==> src/rtl/uart_rx_pkg.sv <==
// Shared definitions for the UART receiver: FSM state codes, bit-period floor
// and power-on configuration defaults.
package uart_rx_pkg;

    localparam int unsigned MIN_BP_DEFAULT = 2;
    localparam logic [13:0] DEF_BIT_PERIOD = 14'd10;
    localparam logic [3:0]  DEF_DATA_SIZE  = 4'd8;

    typedef logic [2:0] rx_state_t;

    localparam rx_state_t ST_IDLE  = 3'd0;
    localparam rx_state_t ST_START = 3'd1;
    localparam rx_state_t ST_DATA  = 3'd2;
    localparam rx_state_t ST_STOP  = 3'd3;
    localparam rx_state_t ST_LOAD  = 3'd4;

    // Only 5..8 data bits are meaningful; anything else falls back to a full byte.
    function automatic logic [3:0] clamp_size(input logic [3:0] size);
        return ((size >= 4'd5) && (size <= 4'd8)) ? size : 4'd8;
    endfunction

endpackage

==> src/rtl/rx_bit_timer.sv <==
// Bit-period down-counter; pulses sample for one cycle when the count reaches
// zero and reloads from period in the same cycle.
module rx_bit_timer (
    input  logic        clk,
    input  logic        n_rst,
    input  logic        clear,
    input  logic        enable,
    input  logic [13:0] period,
    output logic        sample
);

    logic [13:0] cnt;

    assign sample = enable && !clear && (cnt == 14'd0);

    always_ff @(posedge clk or negedge n_rst) begin
        if (!n_rst) begin
            cnt <= 14'd0;
        end else if (clear || sample) begin
            cnt <= period - 14'd1;
        end else if (enable) begin
            cnt <= cnt - 14'd1;
        end
    end

endmodule

==> src/rtl/uart_rx_core.sv <==
// UART receiver: line synchronizer, frame FSM, LSB-first shift register and
// host-facing status flags. Timing comes from rx_bit_timer.
//
// state    | meaning
// IDLE     | waiting for a 1->0 edge on the synchronized line
// START    | half a bit in; confirm start bit is still low
// DATA     | sampling data bits once per bit period
// STOP     | sampling the stop bit
// LOAD     | one cycle: publish byte and update flags
module uart_rx_core
    import uart_rx_pkg::*;
#(
    parameter int unsigned MIN_BP = MIN_BP_DEFAULT
) (
    input  logic        clk,
    input  logic        n_rst,
    input  logic        serial_in,
    input  logic [13:0] bit_period,
    input  logic [3:0]  data_size,
    input  logic        data_read,
    output logic [7:0]  rx_data,
    output logic        data_ready,
    output logic        overrun_error,
    output logic        framing_error
);

    localparam logic [13:0] MIN_BP_W = 14'(MIN_BP);

    logic [1:0]  sync_q;
    logic        line;
    logic        line_prev;
    rx_state_t   state;
    logic [13:0] bp_lat;
    logic [3:0]  size_lat;
    logic [3:0]  bit_cnt;
    logic [7:0]  shreg;
    logic [13:0] bp_eff_in;
    logic [13:0] timer_period;
    logic        start_edge;
    logic        sample;
    logic [7:0]  load_val;

    assign line       = sync_q[1];
    assign bp_eff_in  = (bit_period < MIN_BP_W) ? MIN_BP_W : bit_period;
    assign start_edge = (state == ST_IDLE) && line_prev && !line;
    // The first reload (on the start edge) is the half-bit offset; every later reload is a full bit.
    assign timer_period = (state == ST_IDLE) ? (bp_eff_in >> 1) : bp_lat;
    assign load_val     = shreg >> (4'd8 - size_lat);

    rx_bit_timer u_timer (
        .clk    (clk),
        .n_rst  (n_rst),
        .clear  (start_edge),
        .enable (state != ST_IDLE),
        .period (timer_period),
        .sample (sample)
    );

    always_ff @(posedge clk or negedge n_rst) begin
        if (!n_rst) begin
            sync_q    <= 2'b11;
            line_prev <= 1'b1;
        end else begin
            sync_q    <= {sync_q[0], serial_in};
            line_prev <= line;
        end
    end

    always_ff @(posedge clk or negedge n_rst) begin
        if (!n_rst) begin
            state         <= ST_IDLE;
            bp_lat        <= DEF_BIT_PERIOD;
            size_lat      <= DEF_DATA_SIZE;
            bit_cnt       <= 4'd0;
            shreg         <= 8'h00;
            rx_data       <= 8'h00;
            data_ready    <= 1'b0;
            overrun_error <= 1'b0;
            framing_error <= 1'b0;
        end else begin
            if (state == ST_LOAD) begin
                rx_data       <= load_val;
                data_ready    <= 1'b1;
                framing_error <= 1'b0;
                if (data_ready && !data_read) begin
                    overrun_error <= 1'b1;
                end
            end else if (data_read) begin
                data_ready    <= 1'b0;
                overrun_error <= 1'b0;
            end

            case (state)
                ST_IDLE: begin
                    if (start_edge) begin
                        state    <= ST_START;
                        bp_lat   <= bp_eff_in;
                        size_lat <= clamp_size(data_size);
                        bit_cnt  <= 4'd0;
                        shreg    <= 8'h00;
                    end
                end
                ST_START: begin
                    if (sample) begin
                        state <= line ? ST_IDLE : ST_DATA;
                    end
                end
                ST_DATA: begin
                    if (sample) begin
                        shreg   <= {line, shreg[7:1]};
                        bit_cnt <= bit_cnt + 4'd1;
                        if (bit_cnt == size_lat - 4'd1) begin
                            state <= ST_STOP;
                        end
                    end
                end
                ST_STOP: begin
                    if (sample) begin
                        if (line) begin
                            state <= ST_LOAD;
                        end else begin
                            framing_error <= 1'b1;
                            state         <= ST_IDLE;
                        end
                    end
                end
                ST_LOAD: state <= ST_IDLE;
                default: state <= ST_IDLE;
            endcase
        end
    end

endmodule

==> config.mk <==
export PLATFORM = sky130hd
export DESIGN_NAME = uart_rx_core
export DESIGN_NICKNAME = d
export VERILOG_FILES = /design/src/rtl/uart_rx_pkg.sv /design/src/rtl/rx_bit_timer.sv /design/src/rtl/uart_rx_core.sv
export SDC_FILE = /design/constraint.sdc
export NUM_CORES = 1
export LEC_CHECK = 0
export ABC_AREA = 1
export BUFFER_PORTS_ARGS = -buffer_cell sky130_fd_sc_hd__buf_2
export CAP_MARGIN = 20
export CORE_AREA = 2 2 79 81
export DETAILED_ROUTE_END_ITERATION = 12
export DIE_AREA = 0 0 81 83
export HOLD_SLACK_MARGIN = 0.05
export MAX_ROUTING_LAYER = met4
export PLACE_DENSITY = 0.91
export SETUP_SLACK_MARGIN = 0.05
export SLEW_MARGIN = 20
export SYNTH_ARGS = -nofsm -noshare
export SYNTH_HDL_FRONTEND = slang
export SYNTH_SLANG_ARGS = --single-unit
export TNS_END_PERCENT = 10
==> constraint.sdc <==
create_clock -name clk -period 5.7 [get_ports clk]
set_clock_uncertainty 0.05 [all_clocks]
set_input_delay 0.285 -clock clk [delete_from_list [all_inputs] [get_ports clk]]
set_output_delay 0.285 -clock clk [all_outputs]
set_load 0.005 [all_outputs]
==> results of run 1 <==
-- sequential cells by signal, indices dropped and copies added, names as in the netlist --
register / cells
bit_cnt: 4
bp_lat: 14
data_ready: 1
framing_error: 1
line_prev: 1
overrun_error: 1
rx_data: 8
shreg: 8
size_lat: 4
state: 3
sync_q: 2
u_timer.cnt: 14
-- worst paths after layout --
| kind | from | endpoint | slack [ns] |
|---|---|---|---|
| min in group clk | bit_period[0] | bp_lat[0] | 0.14 |
| hold / removal | n_rst | bit_cnt[2] | 0.03 |
| max in group asynchronous | n_rst | u_timer.cnt[7] | 5.07 |
| setup / recovery | state[1] | bit_cnt[3] | 2.67 |
| hold reg to reg | sync_q[0] | sync_q[1] | 0.31 |
| setup reg to reg | state[1] | bit_cnt[3] | 2.67 |
-- metal layers --
metal  part of all wire, %  track usage (%)  vias up  routed length [um]
met5                     0                -        -                   0
met4                   1.9            10.94        0                 146
met3                   5.7            4.457       14                 438
met2                    45            37.64      110                3498
met1                    47            35.23     1474                3654
li1                      -                -     1603                   -
-- logic make-up (layout without fill, tap and decap cells) --
| logic type | after synthesis | count (layout) | share of synthesized area, % |
|---|---|---|---|
| buf+inv | 67 | 99 | 8.657 |
| simple gates | 252 | 252 | 32.89 |
| compound gates | 87 | 87 | 13.39 |
| flops | 61 | 61 | 41.79 |
| fa+ha+maj | 4 | 4 | 1.363 |
| xor+xnor | 8 | 8 | 1.909 |
-- where the power goes --
| group | internal (mW) | switching (mW) | total (mW) |
|---|---|---|---|
| Combinational | 0.338 | 0.649 | 0.986 |
| Sequential | 0.577 | 0.119 | 0.697 |
| Clock | 0.172 | 0.185 | 0.358 |
| Total | 1.09 | 0.953 | 2.04 |
-- critical path, stage by stage, from the launching register on --
cell and delay [ns]:
sky130_fd_sc_hd__dfrtp_1 0.60, sky130_fd_sc_hd__nor2_4 0.07, sky130_fd_sc_hd__nand3_4 0.36, sky130_fd_sc_hd__inv_2 0.20, sky130_fd_sc_hd__nor2_1 0.66, sky130_fd_sc_hd__inv_2 0.34, sky130_fd_sc_hd__nand2_1 0.21, sky130_fd_sc_hd__nor2_4 0.10
sky130_fd_sc_hd__nand4_1 0.10, sky130_fd_sc_hd__xor2_1 0.15, sky130_fd_sc_hd__nor2_1 0.06
-- layout by cell type (no fill, tap or decap), types with 2 or more instances in the layout --
cell                         synthesis  layout
sky130_fd_sc_hd__nand2_1           135     135
sky130_fd_sc_hd__dfrtp_1            55      55
sky130_fd_sc_hd__o21ai_0            51      51
sky130_fd_sc_hd__nand3_1            42      42
sky130_fd_sc_hd__inv_1              39      39
sky130_fd_sc_hd__nor2_1             35      35
sky130_fd_sc_hd__buf_2               5      32
sky130_fd_sc_hd__nand2_2            13      13
sky130_fd_sc_hd__clkbuf_8            0      10
sky130_fd_sc_hd__nor2_4              9       9
sky130_fd_sc_hd__o21ai_1             9       9
sky130_fd_sc_hd__inv_2               8       8
sky130_fd_sc_hd__a21oi_1             8       8
sky130_fd_sc_hd__xor2_1              7       7
sky130_fd_sc_hd__dfstp_2             6       6
sky130_fd_sc_hd__nor2_2              5       5
sky130_fd_sc_hd__nand2_4             5       5
sky130_fd_sc_hd__o21ai_2             4       4
sky130_fd_sc_hd__o211ai_1            4       4
sky130_fd_sc_hd__a22o_1              4       4
sky130_fd_sc_hd__ha_1                4       4
sky130_fd_sc_hd__o31ai_1             3       3
sky130_fd_sc_hd__nand3_4             2       2
sky130_fd_sc_hd__nand4_1             2       2
sky130_fd_sc_hd__a31oi_1             2       2
sky130_fd_sc_hd__clkinvlp_4          0       2
sky130_fd_sc_hd__inv_6               0       2
-- timing repair --
item                                   CTS  global route
buffers inserted                         0             0
hold buffers                             1             0
endpoints found under the hold margin    1             0
-- through the flow --
stage          worst slack [ns]  hold WS (ns)  utilization, %
3_5_place_dp              2.704        0.2982           65.36
2_1_floorplan             3.546      -0.06059               -
6_report                  2.674       0.03326           68.70
5_1_grt                   2.454        0.1161           68.70
3_3_place_gp              2.790        0.2965           65.36
4_1_cts                   2.700       0.05784           68.70
-- cell type report --
| class | instances | area (um2) | share of cell area [%] |
|---|---|---|---|
| Inverter | 49 | 186.4 | 4.666 |
| Sequential cell | 61 | 1534 | 38.40 |
| Timing Repair Buffer | 34 | 177.7 | 4.447 |
| Clock inverter | 6 | 46.29 | 1.159 |
| Clock buffer | 10 | 137.6 | 3.445 |
| Multi-Input combinational cell | 351 | 1819 | 45.54 |
| Tap cell | 75 | 93.84 | 2.349 |
==> results.md, run 1 <==
- The flow ran to the end, and the final reports show no timing, DRC or antenna violations.
- In the routed layout, each cell is associated on average with a via count of around 5.5.
- The clock period minus final worst setup slack is a little over 3 ns.
- The overall die area is roughly 6700 um2.
- After clock tree synthesis, the clock-pin slew on the worst setup and hold paths is 0.08 ns.
- Setup repair after global routing left no endpoint under its margin.
- The number of hold violations in the final report is 0.
- The netlist area before placement is about 3700 um2.
- Counting along the longest clock path gives a buffer depth of 2.
- Data arrives at the worst endpoint at around 3.2 ns.
- The first global-routing pass estimated about 13 mm of wire.
- The startpoint type of the worst setup path is a flop.
- The post-detailed-placement half-perimeter wirelength is ~5.5 mm.
- The clock drives around 60 sinks.
- The maximum number of pins on one net before global-route repair is between 60 and 70.
- For this run, the number of Yosys warnings is 0.
- The total power per unit cell area is ~510 nW/um2.
- Counting flops and latches in the post-synthesis netlist gives 61.
- The overall power after layout is between 2 and 2.5 mW.
- The peak supply drop is between 0.3 and 0.4 mV.
- The number of max-slew violations in the final report came to 0.
- The insertion delay of the later-clocked pin in the worst-skew pair is 0.35 ns.
- The tool flagged a number of max-cap violations equal to 0.
- At the pin with the least slew margin, the transition time is between 0.8 and 0.9 ns.
- The number of enable-type register cells in the synthesized netlist is 0.
- Setup violations remaining at the end of the flow were counted as 0.
- The share of layout cells above drive strength 1 is between 20% and 30%.
- The finished layout holds around 590 standard cells, fillers aside.
- The most used flip-flop cell after synthesis is sky130_fd_sc_hd__dfrtp_1.
- The placed standard-cell area is approximately 3800 um2.
- The average wire per standard cell is between 10 and 15 um.
- A synthesized cell averages around 7.7 um2.
- Of all nets on the critical path, the largest fanout is 43.
- The die is ~81 um wide.
- The finished layout cell area is roughly 4000 um2.
- Once detail routing completed, the nets flagged for antenna violations numbered 0.
- The floorplan has 28 rows.
- 33 I/O pins were placed.
- The maximum level of the CTS H-tree is 3.
- The fill cell total of the finished layout is 467.
- The cell count of the worst reg-to-reg path is 10.
- The root cell of the clock tree is sky130_fd_sc_hd__clkbuf_8.
- The post-detailed-routing wire length is ~7.7 mm.
- Ranked by total cell area, the synthesized netlist is headed by sky130_fd_sc_hd__dfrtp_1 (37%), sky130_fd_sc_hd__nand2_1 (14%), sky130_fd_sc_hd__o21ai_0 (7.0%).
- The worst-case headroom to the max-slew limit is 46.05%.
- Counting every net in the synthesized netlist gives 505.
- Global routing consumed, over all layers together, roughly 26% of the routing resources.
- The biggest area contributor in the post-synthesis netlist is sky130_fd_sc_hd__dfrtp_1.
- The commonest cells after synthesis are sky130_fd_sc_hd__nand2_1 (135), sky130_fd_sc_hd__dfrtp_1 (55), sky130_fd_sc_hd__o21ai_0 (51), sky130_fd_sc_hd__nand3_1 (42), sky130_fd_sc_hd__inv_1 (39).
- The TritonCTS clock tree is built.
- The endpoint kind of the worst setup timing path is a flop.
- The worst path uses a little over half of the clock period.
- After the first detailed-routing iteration, the DRC count stood at 308.
- The post-placement cell count is 569.
- Sequential elements use 41.79% of the synthesized area.
- From synthesis to final layout, the design area changed by 8.827%.
- The initial antenna violation count is 0.
- Measured along the y axis, the die boundary spans a little over 80 um.
- 0 antenna diodes ended up in the layout.
- Timing would allow up to roughly 330 MHz.
- The aggregate negative setup slack is 0 ns.
- The proportion of netlist area held by the largest area contributor is approximately 37%.
- Once the floorplan was initialized, standard cells occupied between 60% and 70% of the core.
- During placement, the flow inserted port buffers numbering 32.
- The tightest min-delay check is of the primary input to async pin type.
- The category of the critical setup timing path is flop to flop.
- The number of DRC violations after detailed routing is 0.
- The first TritonRoute pass finished after 5 iterations.
- Routability-driven placement finished with a final weighted congestion of ~0.93.
- sky130_fd_sc_hd__nand2_1 is the most common cell in the netlist.
- The total leakage power is 2.012 nW.
- Gates resized during post-CTS repair numbered 0.
- The number of distinct library cells after synthesis is 37.
- The area of the placeable core is 5816 um2.
- The synthesized instance count is about 480.
- Buffers inserted during clock tree synthesis total 9.
- The number of global-route vias before repair is approximately 3000.
- Summing over every cut layer, the via total after detailed routing is about 3200.
- For this run, the post-layout net count is ~530.
- After global routing the overflow that remains totals 0.
- STA puts the critical path data required time at slightly below 6 ns.
- Counting flops with an async set or reset pin after synthesis yields a share of 100.0%.
Power figures use the tool's default switching activity.
==> run 2, diff against run 1 <==
- ABC_AREA: 1 -> 0
- CORE_AREA: 2 2 79 81 -> 2 2 80 82
- DIE_AREA: 0 0 81 83 -> 0 0 82 84
- PLACE_DENSITY: 0.91 -> 0.86
- clock period: 5.7 -> 2.8 ns (I/O delays scaled with it)
==> results.md, run 2 <==
- The flow ran to the end, and the final reports show no timing, DRC or antenna violations.
- The netlist area before placement is 3485 um2 (-5.1%).
- The number of enable-type register cells in the synthesized netlist was 0 (unchanged).
- The portion of the post-synthesis area used by sequential elements was 44.02% (+2.2 points).
- The quantity of I/O buffers inserted on ports is 32 (unchanged).
- The number of rows created at floorplan came to 29 (+3.6%).
- The cell count of the worst reg-to-reg path is 10 (unchanged).
- The count of antenna diodes in the layout was 0 (unchanged).
- The post-detailed-placement half-perimeter wirelength is 6.053 mm (+9.7%).
- The setup slack of the most critical reg-to-reg path came to 0.12 ns (-2.55 ns).
- The floorplan die width came to 82 um (+1.2%).
- The number of violations reported at the end of detailed-routing iteration 0 is 224 (-27%).
- The detailed-route vias per instance is 5.958 (+9.1%).
- The count of warnings emitted by yosys is 0 (unchanged).
- The endpoint kind of the worst setup timing path is a flop.
- The overall die area came to 6888 um2 (+2.5%).
- TritonCTS built the clock tree.
- The insertion delay of the later-clocked pin in the worst-skew pair came to 0.35 ns (about the same).
- The post-route fraction of the period consumed by the critical path is 95.72% (+43 points).
- The arrival time of data at the critical path endpoint came to 2.86 ns (-0.36 ns).
- Leaving out fill and tap cells, the most frequent cell in the layout is sky130_fd_sc_hd__nand2_1.
- The top achievable clock speed is 373.1 MHz (+13%).
- The clock transition at the registers of the reported paths is 0.08 ns (about the same).
- The number of hold violations in the final report is 0 (unchanged).
- The die span in y is 84 um (+1.2%).
- The worst register-to-register path ends at u_timer.cnt[8].
- The residual overflow from global routing came to 0 (unchanged).
- In the synthesized netlist, the cells that appear most often are sky130_fd_sc_hd__nand2_1 (90), sky130_fd_sc_hd__dfrtp_1 (55), sky130_fd_sc_hd__o21ai_0 (31), sky130_fd_sc_hd__nor2_1 (22), sky130_fd_sc_hd__a21oi_1 (14).
- The startpoint of the tightest hold check path is data_size[3].
- The net count after synthesis is 398 (-21%).
- The total clock buffers created by CTS is 9 (unchanged).
- The internal power of the cells was 2.158 mW (+99%).
- The total leakage power came to 1.915 nW (-4.8%).
- The number of nets at the end of the flow is 467 (-12%).
- The share of layout cells above drive strength 1 is 26.01% (+5.9 points).
- The CTS sink count came to 61 (unchanged).
- The average wire per standard cell is 16.55 um (+25%).
- The synthesis-stage register bit count is 61 (unchanged).
- The share of flip-flops with an asynchronous set or reset after synthesis was 100.0% (unchanged).
- Setup repair after global routing could not meet its margin everywhere.
- Among all cell types in the netlist, the one instantiated most often is sky130_fd_sc_hd__nand2_1.
- The number of setup violations in the final report is 0 (unchanged).
- The aggregate global-route resource usage is 28.29% (+2.6 points).
- The largest registers in the layout are bp_lat (14), u_timer.cnt (14).
- The data required time of the worst path is 2.98 ns (-2.91 ns).
- The routed via count is 3116 (-2.7%).
- In the layout the commonest cells are sky130_fd_sc_hd__nand2_1 (90), sky130_fd_sc_hd__dfrtp_1 (53), sky130_fd_sc_hd__buf_2 (32).
- The aggregate negative setup slack is 0 ns (unchanged).
- The root buffer cell chosen for the clock tree is sky130_fd_sc_hd__clkbuf_8.
- The highest net fanout along the worst path was 9 (-79%).
- The number of buffers on the longest clock path is 2 (unchanged).
- The number of distinct library cells after synthesis is 58 (+57%).
- The peak supply drop is 0.6484 mV (+96%).
- STA classifies the critical path startpoint as a flop.
- Traced cell by cell, the critical path runs through or3_1 > nor2_2 > a211o_2 > nand2_1 > ha_1 > inv_1 > a221oi_4 > and3_1 > xnor2_1 > mux2_4.
- The fraction of power consumed by the clock network is 26.8% (+9.3 points).
- The number of max-slew violations in the final report is 0 (unchanged).
- The placed standard-cell area was 3775 um2 (-0.69%).
- The largest total area in the synthesized netlist belongs to sky130_fd_sc_hd__dfrtp_1.
- The total power per unit cell area came to 789.8 nW/um2 (+55%).
- The clock period minus final worst setup slack is 2.680 ns (-0.3455 ns).
- The proportion of total power due to net switching came to 35.91% (-11 points).
- The post-detailed-routing wire length came to 8.655 mm (+12%).
- The switching power is 1.210 mW (+27%).
- The cell family contributing the most delay on the critical path is simple AND/OR/NAND/NOR gates.
- The synthesized instance count is 372 (-22%).
- The number of global-route vias before repair is 3084 (+4.2%).
- The depth of the worst hold-timing path is 4.
- The worst stage delay on the critical path is 0.54 ns (-0.12 ns).
- The initial cell density of the core was 57.16% (-6.0 points).
- For this run, the leading register cell type out of synthesis is sky130_fd_sc_hd__dfrtp_1.
- The startpoint of the worst-slack reg-to-reg timing path is state[0].
- The top-level I/O count is 33 (unchanged).
- Yosys attributes the largest share of cell area to sky130_fd_sc_hd__dfrtp_1 (39%), sky130_fd_sc_hd__nand2_1 (9.7%), sky130_fd_sc_hd__dfstp_2 (4.5%).
- In this run the worst hold path is classified as primary input to flop.
- The final antenna-violating net count was 0 (unchanged).
- The register share of total power is 39.3% (+5.2 points).
- The worst setup path is of the flop to flop kind.
- The first-pass GRT wire length is 14.49 mm (+9.2%).
- The proportion of netlist area held by the largest area contributor is 39.50% (+2.0 points).
- The maximum level of the CTS H-tree is 3 (unchanged).
- The max capacitance violation total is 0 (unchanged).
- The worst-case headroom to the max-slew limit came to 42.84% (-3.2 points).
- The initial antenna violation count came to 0 (unchanged).
- The area of the placeable core came to 6096 um2 (+4.8%).
- The finished layout cell area is 4264 um2 (+6.7%).
- The transition time of the tightest slew-check pin is 0.8575 ns (+0.05114 ns).
- The mean instance size in the synthesized netlist came to 9.367 um2 (+22%).
- The number of iterations in the first detailed-routing pass is 5 (unchanged).
- The maximum number of pins on one net before global-route repair is 41 (-34%).
- The final estimated routing congestion in global placement is 0.9729 (+4.9%).
- The worst-path cell with the longest stage delay is sky130_fd_sc_hd__or3_1.
- The end point of the worst hold path is size_lat[1].
- The number of DRC violations after detailed routing came to 0 (unchanged).
- Compared with the post-synthesis result, the final layout area differs by 22.37%.
- The combinational share of power is 33.9% (-14 points).
- The number of buffers and inverters on the critical path is 1 (-1).
run 2: changes by cell type in the layout (fill, tap and decap cells not counted), sizes merged, moves of 8 or more:
cell         change
dlygate4sd3     +18
nand3           -35
buf             +25
nor2            -27
inv             -43
mux2i           +12
o21ai           -32
nor3            +10
nor4             +9
xnor2            +8
nand2           -61
run 2: worst max path at each step:
stage,cells past startpoint,from,endpoint
final,10,state[0],u_timer.cnt[8]
after floorplan,11,u_timer.cnt[3],u_timer.cnt[8]
after global placement,10,u_timer.cnt[3],u_timer.cnt[8]
after global routing,10,u_timer.cnt[4],u_timer.cnt[8]
after detailed placement,10,u_timer.cnt[3],u_timer.cnt[8]
after CTS,10,u_timer.cnt[8],u_timer.cnt[8]
run 2: per-layer routing:
metal,vias to the layer above,GRT usage [%],share of wire (%)
met3,22,5.303,6.0
met5,-,-,0
met2,129,45.82,50
met1,1491,34.51,41
met4,0,11.21,2.6
li1,1474,-,-
run 2: logic make-up (layout without fill, tap and decap cells):
kind of cell | after synthesis | in the layout | synth area share [%]
simple gates | 166 | 166 | 22.91
compound gates | 86 | 86 | 17.92
flops | 61 | 61 | 44.02
fa+ha+maj | 4 | 4 | 1.436
mux | 15 | 15 | 5.170
xor+xnor | 16 | 16 | 4.022
buf+inv | 24 | 98 | 4.524
run 2: what timing repair did:
action / CTS / global route
hold endpoints to repair: 54 / 0
resized for setup: 0 / 9
hold buffers: 19 / 0
buffers inserted: 0 / 3
setup endpoints to repair: 0 / 4
run 2: per-stage QoR:
stage | hold slack (ns) | setup slack (ns) | std cells | power [mW] | util [%]
after floorplan | -0.2056 | 0.1335 | 372 | 2.061 | -
after global placement | 0.1979 | 0.1999 | 485 | 2.333 | 61.93
after detailed placement | 0.1983 | 0.1236 | 485 | 2.376 | 61.93
after CTS | 0.06069 | 0.1389 | 520 | 3.299 | 68.84
after global routing | 0.09071 | 0.009124 | 523 | 3.552 | 69.95
final | 0.07266 | 0.1199 | 523 | 3.368 | 69.95
run 2: power groups by stage:
stage               registers [mW]  logic [mW]  clock network, mW
CTS                           1.29        1.10              0.915
global route                  1.34        1.25              0.958
floorplan                     1.23       0.828                  0
global placement              1.29        1.04                  0
detailed placement            1.30        1.08                  0
finish                        1.32        1.14              0.903
run 2: tightest hold or removal path, cell delays in order:
cell,delay [ns]
sky130_fd_sc_hd__buf_2,0.08
sky130_fd_sc_hd__nor2b_1,0.05
sky130_fd_sc_hd__nand3_1,0.08
sky130_fd_sc_hd__o21ai_0,0.07
run 2: layout make-up:
cell class	instances	area, um2
multi-input combinational	287	1832
clock buffer	10	137.6
sequential	61	1536
fill	458	1832
inverter	5	18.77
timing repair buffer	77	549.3
tap	77	96.34
clock inverter	6	93.84
